File: config.mk
export PLATFORM = sky130hd
export DESIGN_NAME = aib_bit_sync_filt
export DESIGN_NICKNAME = d
export VERILOG_FILES = /design/src/rtl/aib_bit_sync_filt.sv
export SDC_FILE = /design/constraint.sdc
export NUM_CORES = 1
export LEC_CHECK = 0
export CORE_AREA = 2 2 39 41
export CTS_BUF_LIST = sky130_fd_sc_hd__clkbuf_8
export CTS_CLUSTER_DIAMETER = 50
export CTS_CLUSTER_SIZE = 14
export DETAILED_ROUTE_END_ITERATION = 16
export DIE_AREA = 0 0 41 43
export GPL_TIMING_DRIVEN = 0
export SKIP_LAST_GASP = 1
export SYNTH_ARGS = -nofsm -noshare
export SYNTH_HDL_FRONTEND = slang
export SYNTH_SLANG_ARGS = --single-unit
File: constraint.sdc
create_clock -name clk -period 1.8 [get_ports clk]
set_clock_uncertainty 0.2 [all_clocks]
set_input_delay 0.36 -clock clk [delete_from_list [all_inputs] [get_ports clk]]
set_output_delay 0.36 -clock clk [all_outputs]
set_load 0.03 [all_outputs]
File: src/rtl/aib_bit_sync_filt.sv
// rtl/aib_bit_sync_filt.sv - multi-bit level synchroniser with per-bit glitch filter and edge pulses
//
// Purpose:
//   Brings DWIDTH independent asynchronous level signals into the clk domain
//   through a SYNC_STAGES-deep flop chain. Each bit is then qualified by a
//   consecutive-mismatch filter: data_out only follows the synchronised level
//   once it has disagreed with data_out for FILT_CNT consecutive edges.
//   FILT_CNT=0 bypasses the filter so that data_out is the last sync stage.
//   Optional registered rise/fall pulses mark each data_out change.
//
// Ports:
//   clk       - destination clock
//   rst       - asynchronous assert, active-high reset
//   data_in   - [DWIDTH] asynchronous level inputs
//   data_out  - [DWIDTH] synchronised and filtered levels
//   rise_out  - [DWIDTH] one-cycle pulse coincident with a 0->1 data_out change
//   fall_out  - [DWIDTH] one-cycle pulse coincident with a 1->0 data_out change
//
// Configuration macro:
//   AIB_BIT_SYNC_FILT_EDGE_EN - when defined, builds the rise/fall pulse flops;
//                               otherwise rise_out/fall_out are tied to 0.

module aib_bit_sync_filt #(
    parameter int                DWIDTH      = 1,
    parameter int                SYNC_STAGES = 2,
    parameter int                FILT_CNT    = 4,
    parameter logic [DWIDTH-1:0] RESET_VAL   = {DWIDTH{1'b0}}
) (
    input  logic              clk,
    input  logic              rst,
    input  logic [DWIDTH-1:0] data_in,
    output logic [DWIDTH-1:0] data_out,
    output logic [DWIDTH-1:0] rise_out,
    output logic [DWIDTH-1:0] fall_out
);

    // Parameter legality
    if (SYNC_STAGES < 2 || SYNC_STAGES > 4) begin : g_bad_sync_stages
        $error("aib_bit_sync_filt: SYNC_STAGES must be in 2..4");
    end
    if (FILT_CNT < 0 || FILT_CNT > 255) begin : g_bad_filt_cnt
        $error("aib_bit_sync_filt: FILT_CNT must be in 0..255");
    end

    // Synchroniser chain; stage 0 is the only flop that sees data_in.
    logic [DWIDTH-1:0] sync_ff [SYNC_STAGES];
    logic [DWIDTH-1:0] sync_q;
    // Value data_out will take on the next edge; the edge pulses are
    // registered from this so they line up with the data_out change.
    logic [DWIDTH-1:0] data_nxt;

    always_ff @(posedge clk or posedge rst) begin
        if (rst) begin
            for (int k = 0; k < SYNC_STAGES; k++) begin
                sync_ff[k] <= RESET_VAL;
            end
        end else begin
            sync_ff[0] <= data_in;
            for (int k = 1; k < SYNC_STAGES; k++) begin
                sync_ff[k] <= sync_ff[k-1];
            end
        end
    end

    assign sync_q = sync_ff[SYNC_STAGES-1];

    if (FILT_CNT == 0) begin : g_no_filt
        // Filter bypassed: the last sync stage is the output, and its next
        // value is simply the previous stage.
        assign data_out = sync_q;
        assign data_nxt = sync_ff[SYNC_STAGES-2];
    end else begin : g_filt
        localparam int                CNT_W   = $clog2(FILT_CNT + 1);
        localparam logic [CNT_W-1:0]  CNT_MAX = CNT_W'(FILT_CNT - 1);

        for (genvar i = 0; i < DWIDTH; i++) begin : g_bit
            // Per-bit state only; no bit ever looks at another bit.
            logic [CNT_W-1:0] cnt;
            logic             out_q;

            // Output flips only on the FILT_CNT-th consecutive mismatch edge.
            assign data_nxt[i] = ((sync_q[i] != out_q) && (cnt == CNT_MAX)) ? sync_q[i] : out_q;
            assign data_out[i] = out_q;

            always_ff @(posedge clk or posedge rst) begin
                if (rst) begin
                    cnt   <= '0;
                    out_q <= RESET_VAL[i];
                end else begin
                    out_q <= data_nxt[i];
                    // Any agreeing edge restarts the count; the count stops
                    // at CNT_MAX and clears when the output is loaded.
                    if (sync_q[i] == out_q) begin
                        cnt <= '0;
                    end else if (cnt == CNT_MAX) begin
                        cnt <= '0;
                    end else begin
                        cnt <= cnt + 1'b1;
                    end
                end
            end
        end
    end

`ifdef AIB_BIT_SYNC_FILT_EDGE_EN
    logic [DWIDTH-1:0] rise_q;
    logic [DWIDTH-1:0] fall_q;

    // data_nxt and data_out are both flop-derived, so the pulses have no
    // combinational path from data_in. Reset forces data_nxt == data_out on
    // the first edge after release, so release itself cannot pulse.
    always_ff @(posedge clk or posedge rst) begin
        if (rst) begin
            rise_q <= '0;
            fall_q <= '0;
        end else begin
            rise_q <= data_nxt & ~data_out;
            fall_q <= ~data_nxt & data_out;
        end
    end

    assign rise_out = rise_q;
    assign fall_out = fall_q;
`else
    assign rise_out = '0;
    assign fall_out = '0;
`endif

endmodule

# [After elaboration in Yosys (flattened, before gate mapping)]
# Cells that the tools add are included.
[op_classes] reduce_logical=1 n_eq_ne=3 muxes=2 add_sub_neg=1
[ops] operator="$mux W3" count=2
[ops] operator="$add A3 B1 Y3 const B" count=1
[ops] operator="$eq A3 B2 Y1 const B" count=1
[ops] operator="$eq A1 B1 Y1" count=1
[ops] operator="$logic_and A1 B1 Y1" count=1
[ops] operator="$ne A1 B1 Y1" count=1
[totals] word_cells=11 output_inout_bits=3 input_bits=3 ff_bits=6

# [Longest topological paths before layout]
# Gate-level depths: netlist (run 1).
[depth] depth_word=3 mapped_depth=3 mapped_depth_nobuf=3

# [Least setup slack after synthesis (run 1)]
# Ideal clock, no wire load.
[synth_timing] path_kind="reg-to-reg" startpoint="reg g_filt.g_bit[0].cnt[0]" endpoint="reg g_filt.g_bit[0].out_q (netlist: data_out)" setup_time_ps=125 path_stages_with_launch=4 synth_period_minus_slack_ps=1301 path_slack_ps=499 n_path_buf=0 t_arrival_ps=976 cell_sequence="dfrtp_1 -> ha_1 -> nor2b_4 -> mux2_4"
[synth_between] elab_chain_len=2
[synth_rtl] element="start, declared" line="78" text="logic [CNT_W-1:0] cnt;"
[synth_rtl] element="start signal, assigned" line="98" text="cnt <= cnt + 1'b1;"
[synth_rtl] element="$eq A3 B2 Y1" line="82" text="assign data_nxt[i] = ((sync_q[i] != out_q) && (cnt == CNT_MAX)) ? sync_q[i] : out_q;"
[synth_rtl] element="$logic_and A1 B1 Y1" line="82"
[synth_rtl] element="end signal, assigned" line="88" text="out_q <= RESET_VAL[i];"
[synth_rtl] element="end signal, assigned" line="90" text="out_q <= data_nxt[i];"
[synth_rtl] element="end, declared" line="79" text="logic out_q;"
# No other way between the ends.
# A chain may end at the register's enable or synchronous reset.

# [Worst setup path in the final report (run 1)]
[layout_timing] startpoint="reg g_filt.g_bit[0].out_q (netlist: data_out)" endpoint="out data_out"
[layout_rtl] element="end, declared" line="32" text="output logic [DWIDTH-1:0] data_out,"
# No word-level cell between the ends.

==> impl_summary.md, run 1 <==
Clock tree
After clock tree synthesis, the flow added hold-fix buffers numbering 0. The clock latency reported for the late side of the worst-skew pair is 220 ps. The clock tree from TritonCTS is done. Buffers inserted during clock tree synthesis total 3.

The count of H-tree levels built during CTS is 1. The clock-pin slew reported for the worst setup and hold paths after clock tree synthesis is 30 ps. The buffer cell driving the clock tree root is sky130_fd_sc_hd__clkbuf_8. The clock passes through at most 2 buffers.

Clock tree synthesis found a total of 6 sinks.

Global route
The via count of the first global-routing pass was 144. The first global-routing pass estimated 524 um of wire. Entering global routing, the biggest net connects 7 pins. The overflow left after global routing is 0. The global routing met3 resource utilization is 0.0314. The layer flagged by global routing as most heavily used is met4. The initial antenna violation count came to 0. For this run, global-route usage on met2 was measured as 0.0500. For met1 alone, demand over resource in global routing was 0.0561. The aggregate global-route resource usage is 0.0516.

Power
Dividing total power by cell area gives a power density of 1510 mW/mm^2. Across the VDD grid, the largest voltage drop is 0.000448 V. The total power after layout is 515 uW. In this run the static leakage power is 0.000163 uW.

Worst setup path
Along the worst path, the maximum fanout reaches 3. Tracing the worst setup path back leads to its startpoint at data_out$_DFFE_PP0P_. The critical path's slowest cell is sky130_fd_sc_hd__dlygate4sd2_1. The worst setup path is captured at an output pin. The worst setup path is of the reg -> out kind.

The largest incremental delay on the critical path is 410 ps. For the worst setup path, the data required time is 1240 ps. The gate family responsible for the most delay along the worst path is buffers and inverters.

The critical register-to-register path endpoint is data_out$_DFFE_PP0P_. The reg2reg setup slack is 460 ps. The arrival time of the worst setup path is 990 ps. Together, buffers and inverters on the worst path number 1. In this run the critical register-to-register path is launched from g_filt.g_bit[0].cnt[0]$_DFF_PP0_. The count of cells along the worst register-to-register path is 3.

The signal on the critical path passes through dlygate4sd2_1. The kind of start point of the critical path is a flop.

Layout
In the final layout, the multi-input gates occupy 81.3 sq um. In the final layout, the share of cells above drive strength 1 is 0.333. In the final layout, flip-flops and latches occupy 150 sq um.

0 antenna diodes ended up in the layout. The final-stage net count is 30. The count of filler cells inserted in the layout is 150. The layout-stage area growth over the synthesis result is 38.1%.

Synth
Yosys printed 0 warnings. In the post-synthesis netlist, the biggest area contributors are sky130_fd_sc_hd__dfrtp_1, sky130_fd_sc_hd__buf_4, sky130_fd_sc_hd__mux2_4. The synthesized area divided by synthesized cell count is 14.5 sq um.

In this run the cell area of the synthesized design comes to 246 sq um. For this run, the register share of the synthesized area comes to 0.609. The fraction of synthesized cell area taken by the top area cell type is 0.609. The biggest area contributor in the post-synthesis netlist is sky130_fd_sc_hd__dfrtp_1.

The number of storage elements in the synthesis netlist is 6. Among all flip-flop cells after synthesis, the most frequent one is sky130_fd_sc_hd__dfrtp_1. The most frequently used cell type in the post-synthesis netlist is sky130_fd_sc_hd__dfrtp_1. The commonest cells after synthesis are sky130_fd_sc_hd__dfrtp_1, sky130_fd_sc_hd__buf_4. In the synthesized netlist the async set-or-reset flop fraction comes to 1.00. The number of library cell types mapped by synthesis is 11. The number of enable-type register cells in the synthesized netlist is 0. The number of standard cells after synthesis is 17.

Job
Max-cap violations in this run came to 0.

STA
Setup repair after global routing left no endpoint under its margin. The final number of hold-violating endpoints is 0. The accumulated negative setup slack is 0 ps. The post-route fraction of the period consumed by the critical path is 0.863. Static timing analysis puts the maximum clock frequency at 644 MHz.

The number of setup violations in the final report is 0. The final-report max-slew violation count came to 0. The time the worst path needs with I/O delays and setup is 1550 ps.

Drt
The final wirelength is 315 um. The ratio of routed vias to standard cells is 3.15. The count of nets left with antenna violations once routing finished came out at 0. The via total after detailed routing is 126. The detailed-route wire length per cell is 7.88 um.

The number of DRC violations after detailed-routing iteration 0 is 1. The remaining design rule violation count is 0. The first-pass iteration count of the detailed router is 2.

Floorplan
The total area inside the core boundary comes to 0.00138 sq mm. The floorplan die height is 43 um. The die is 41 um wide.

The starting density of the core is 0.178. The I/O pin count is 6. The floorplan has 14 rows. The total die area is 0.00176 sq mm.

Placed design
During placement, the flow inserted port buffers numbering 3. Summed over all nets, the half-perimeter wirelength after detailed placement is 222 um. The routability congestion estimate from global placement is 0.584.

Hold path
The min-delay analysis places its worst path in the category reg -> reg. The end point of the worst hold path is sync_q$_DFF_PP0_. The startpoint identified for the worst hold timing path is sync_ff[1]$_DFF_PP0_. The number of cells on the worst hold path is 0.

Run status
The flow ran to the end, and the final reports show no timing, DRC or antenna violations.
-- cells in the final DEF (no fill, tap or decap), types with 2 or more instances in the layout --
cell / n
sky130_fd_sc_hd__buf_4: 2
sky130_fd_sc_hd__conb_1: 2
sky130_fd_sc_hd__dfrtp_1: 6
sky130_fd_sc_hd__clkbuf_8: 3
sky130_fd_sc_hd__clkdlybuf4s50_1: 2
-- where the power goes --
| part | internal (uW) | total (uW) | switching [uW] |
|---|---|---|---|
| Sequential | 168 | 187 | 18.8 |
| Combinational | 65.0 | 132 | 67.0 |
| Clock | 143 | 196 | 53.1 |
| Total | 376 | 515 | 139 |
-- worst reg2reg max path, delay by kind of cell, from the launching register on --
family | cells | cell delay, ps
AND/OR/NAND/NOR | 1 | 140
flip-flops | 1 | 380
adder cells (fa/ha/maj) | 1 | 220
multiplexers | 1 | 280
-- cell type report --
| cell class | count | area share |
|---|---|---|
| Buffer | 2 | 0.0441 |
| Timing Repair Buffer | 3 | 0.0846 |
| Tap cell | 16 | 0.0588 |
| Sequential cell | 6 | 0.441 |
| Inverter | 1 | 0.0110 |
| Multi-Input combinational cell | 9 | 0.239 |
| Clock buffer | 3 | 0.121 |
-- logic make-up (layout without fill, tap and decap cells) --
family,count (synthesis),after routing,share of synthesized area
flops,6,6,0.609
fa+ha+maj,1,1,0.0508
mux,1,1,0.0609
simple gates,4,4,0.152
other cells,1,2,0.0152
xor+xnor,1,1,0.0355
buf+inv,3,9,0.0761
-- how the worst max path moves through the flow --
stage	to	slack (ps)	depth (start not counted)
floorplan	data_out$_DFFE_PP0P_	500	3
global placement	data_out	200	1
detailed placement	data_out	190	1
CTS	data_out	230	1
global route	data_out	200	1
finish	data_out	250	1
-- state kept, by name (all words and copies together), names as in the netlist --
| name | cells |
|---|---|
| g_filt.g_bit.cnt | 3 |
| sync_q | 1 |
| sync_ff | 1 |
| data_out | 1 |
-- metal layers --
metal  vias up  wire, um
li1         63         -
met4         0        16
met3         2        18
met5         -         0
met1        54       161
met2         7       119
-- timing repair --
item | CTS | global route
setup endpoints to repair | 1 | 0
gates resized for setup | 1 | 0
buffers inserted | 0 | 0
-- metrics by stage --
| stage | worst slack [ps] | std cells | cell area, sq um | utilization | hold WS (ps) |
|---|---|---|---|---|---|
| after global placement | 201 | 37 | 300 | 0.217 | 136 |
| after detailed placement | 192 | 37 | 300 | 0.217 | 149 |
| after CTS | 229 | 40 | 340 | 0.246 | 157 |
| after global routing | 196 | 40 | 340 | 0.246 | 164 |
| final | 246 | 40 | 340 | 0.246 | 151 |
| after floorplan | 499 | 18 | 250 | - | -49.0 |
(Power assumes the default switching activity.)
==> run 2: changes to the inputs <==
--- a/config.mk
+++ b/config.mk
@@ -11,7 +11,9 @@
 export CTS_CLUSTER_SIZE = 14
 export DETAILED_ROUTE_END_ITERATION = 16
 export DIE_AREA = 0 0 41 43
+export GPL_ROUTABILITY_DRIVEN = 0
 export GPL_TIMING_DRIVEN = 0
+export MAX_ROUTING_LAYER = met4
 export SKIP_LAST_GASP = 1
 export SYNTH_ARGS = -nofsm -noshare
 export SYNTH_HDL_FRONTEND = slang
==> results of run 2 <==
Same layout as run 1: the final DEF is identical, and so are final timing and power.
Among the figures that moved: overall routing resource usage 0.0516 -> 0.0529
==> run 3: changes to the inputs <==
--- a/config.mk
+++ b/config.mk
@@ -14,6 +14,7 @@
 export GPL_ROUTABILITY_DRIVEN = 0
 export GPL_TIMING_DRIVEN = 0
 export MAX_ROUTING_LAYER = met4
+export SETUP_SLACK_MARGIN = 0.4
 export SKIP_LAST_GASP = 1
 export SYNTH_ARGS = -nofsm -noshare
 export SYNTH_HDL_FRONTEND = slang
==> run 3 against run 2 <==
Clock-buffer cell count did not move. First-iteration DRC count did not move. Via count did not move. Non-clock buffer count did not move. Setup slack improved by 200 ps. Cell count stayed put. Critical path type unchanged.
==> impl_summary.md, run 3 (synthesis gave the netlist of run 1 again) <==
Run status
The run finished with clean final reports.

Clock tree
The hold buffer count at cts is 0. The number of setup buffers added after CTS is 0. The clock tree from TritonCTS is done. The maximum buffer depth of the clock tree is 2.

Counting every sink on the clock net gives 6. The clock reaches the later pin of the worst-skew pair after 220 ps. Clock tree synthesis selected as its root buffer the cell sky130_fd_sc_hd__clkbuf_8.

In this run the number of H-tree levels came out at 1. In this run, CTS created clock tree buffers numbering 3. Clock-pin slew was measured on the worst setup and hold paths at 30 ps.

Power
In this run the power density over the cells is 1520 mW/mm^2. The worst supply voltage drop on vdd is 0.000448 V. The leakage power summed over all cells is 0.000162 uW.

Global route
The first global-routing pass estimated 524 um of wire. The overflow left after global routing is 0. The aggregate global-route resource usage is 0.0529. The via count of the first global-routing pass is 144. The pin count of the biggest net entering global routing is 7. The initial antenna violation count is 0.

STA
The time the worst path needs with I/O delays and setup is 1360 ps. After routing, the total negative slack on setup checks comes to 0 ps. The post-route fraction of the period consumed by the critical path is 0.754. The final number of hold-violating endpoints was 0. Setup repair after global routing left no endpoint under its margin.

Derived from the worst setup path, the maximum achievable clock frequency is 737 MHz. The final-report max-slew violation count is 0. Setup violations remaining at the end of the flow were counted as 0.

Placed design
The number of buffers added on ports is 3. Summing all placed instances gives a cell area of 300 sq um. The placed wire-length estimate is 222 um.

Floorplan
For this configuration, the core starts out at a cell density of 0.178. The floorplan step defined a die boundary enclosing 0.00176 sq mm. The I/O pin count is 6. After floorplanning, the core was sized to cover 0.00138 sq mm. Measured along the y axis, the die boundary spans 43 um. The total number of placement rows is 14. The width of the chip is 41 um.

Layout
The summed area of non-filler cells in the final layout is 337 sq um. In the final layout, the share of cells above drive strength 1 is 0.375. The register containing the most flip-flops in the final layout is g_filt.g_bit.cnt. The layout-stage area growth over the synthesis result is 36.5%. The library cell used most frequently in the layout, excluding fill and tap cells, is sky130_fd_sc_hd__dfrtp_1. The final-stage net count is 30. 0 antenna diodes ended up in the layout.

The register with the most flip-flops in the layout has 3 of them. Leaving out fill and tap cells, the most frequent cells in the layout are sky130_fd_sc_hd__dfrtp_1, sky130_fd_sc_hd__clkbuf_8, sky130_fd_sc_hd__buf_4, sky130_fd_sc_hd__conb_1, sky130_fd_sc_hd__clkdlybuf4s50_1.

Worst setup path
STA classifies the critical path endpoint as an output pin. Along the worst path, the maximum fanout reaches 3. The gate family responsible for the most delay along the worst path is flip-flops. The critical path start-end classification is reg -> out. For this design, the slowest cell found on the critical path is sky130_fd_sc_hd__dfrtp_1. The largest single stage delay on the critical path is 360 ps. The arrival time of the worst setup path is 800 ps. The count of buffering cells on the critical path with inverters included is 1. The worst setup path is launched from a flop.

Traced cell by cell, the critical path runs through buf_2. At the worst endpoint, the required time is 1240 ps.

Drt
For this block, the initial DRC count from the detailed router was 1. After detailed routing, the total wire length is 317 um. Dividing the detail-routed wire length by the instance count gives 7.93 um. After detailed routing, the number of vias per cell comes to 3.15. The via total after detailed routing is 126. Once detail routing completed, the nets flagged for antenna violations numbered 0. The first TritonRoute pass finished after 2 iterations. For this run, design rule violations remaining after detail routing come to 0.

Hold path
The type of the most critical hold path is reg -> reg.

Job
The count of max-cap constraint violations is 0.
run 3: cell types whose count changed in the layout (fill, tap and decap cells not counted), sizes merged:
cell / change
buf: +1
dlygate4sd2: -1
run 3: layout make-up:
class	instances	area, sq um
well taps	16	20.0
fillers	150	1050
inverters	1	3.75
repair buffers	3	25.0
plain buffers	2	15.0
multi-input cells	9	81.3
flip-flops and latches	6	150
clock buffers	3	41.3
run 3: per-layer routing:
layer | wire, um | GRT usage | up-vias | share of wire
li1 | - | - | 63 | -
met1 | 163 | 0.0561 | 54 | 0.51
met2 | 120 | 0.0500 | 7 | 0.38
met3 | 18 | 0.0314 | 2 | 0.057
met4 | 16 | 0.0800 | 0 | 0.050
met5 | 0 | - | - | 0
run 3: what timing repair did:
action                     in CTS  in global routing
setup endpoints to repair       1                  0
resized for setup               5                  0
hold endpoints to repair        0                  0
run 3: path summary, 6_finish.rpt:
kind                       cells after the start                               end  slack [ps]                        startpoint
max reg2reg                                    3              data_out$_DFFE_PP0P_         460  g_filt.g_bit[0].cnt[0]$_DFF_PP0_
min in group asynchronous                      2  g_filt.g_bit[0].cnt[0]$_DFF_PP0_         160                               rst
min reg2reg                                    0                  sync_q$_DFF_PP0_         150              sync_ff[1]$_DFF_PP0_
min                                            0                  sync_q$_DFF_PP0_         150              sync_ff[1]$_DFF_PP0_
max                                            1                          data_out         440              data_out$_DFFE_PP0P_
max in group asynchronous                      2              data_out$_DFFE_PP0P_        1050                               rst
run 3: power by group:
| part | internal, uW | switching, uW | leakage, uW |
|---|---|---|---|
| sequential | 168 | 18.8 | 0.0000750 |
| combinational | 62.2 | 67.9 | 0.0000650 |
| clock | 143 | 53.1 | 0.0000216 |
run 3: metrics by stage:
step	std cells	power (uW)	hold WS, ps	setup WS [ps]	util
finish	40	513	151	442	0.243
CTS	40	521	157	431	0.243
detailed placement	37	330	149	192	0.217
global route	40	542	164	402	0.243
global placement	37	325	136	201	0.217
floorplan	18	289	-49.0	499	-
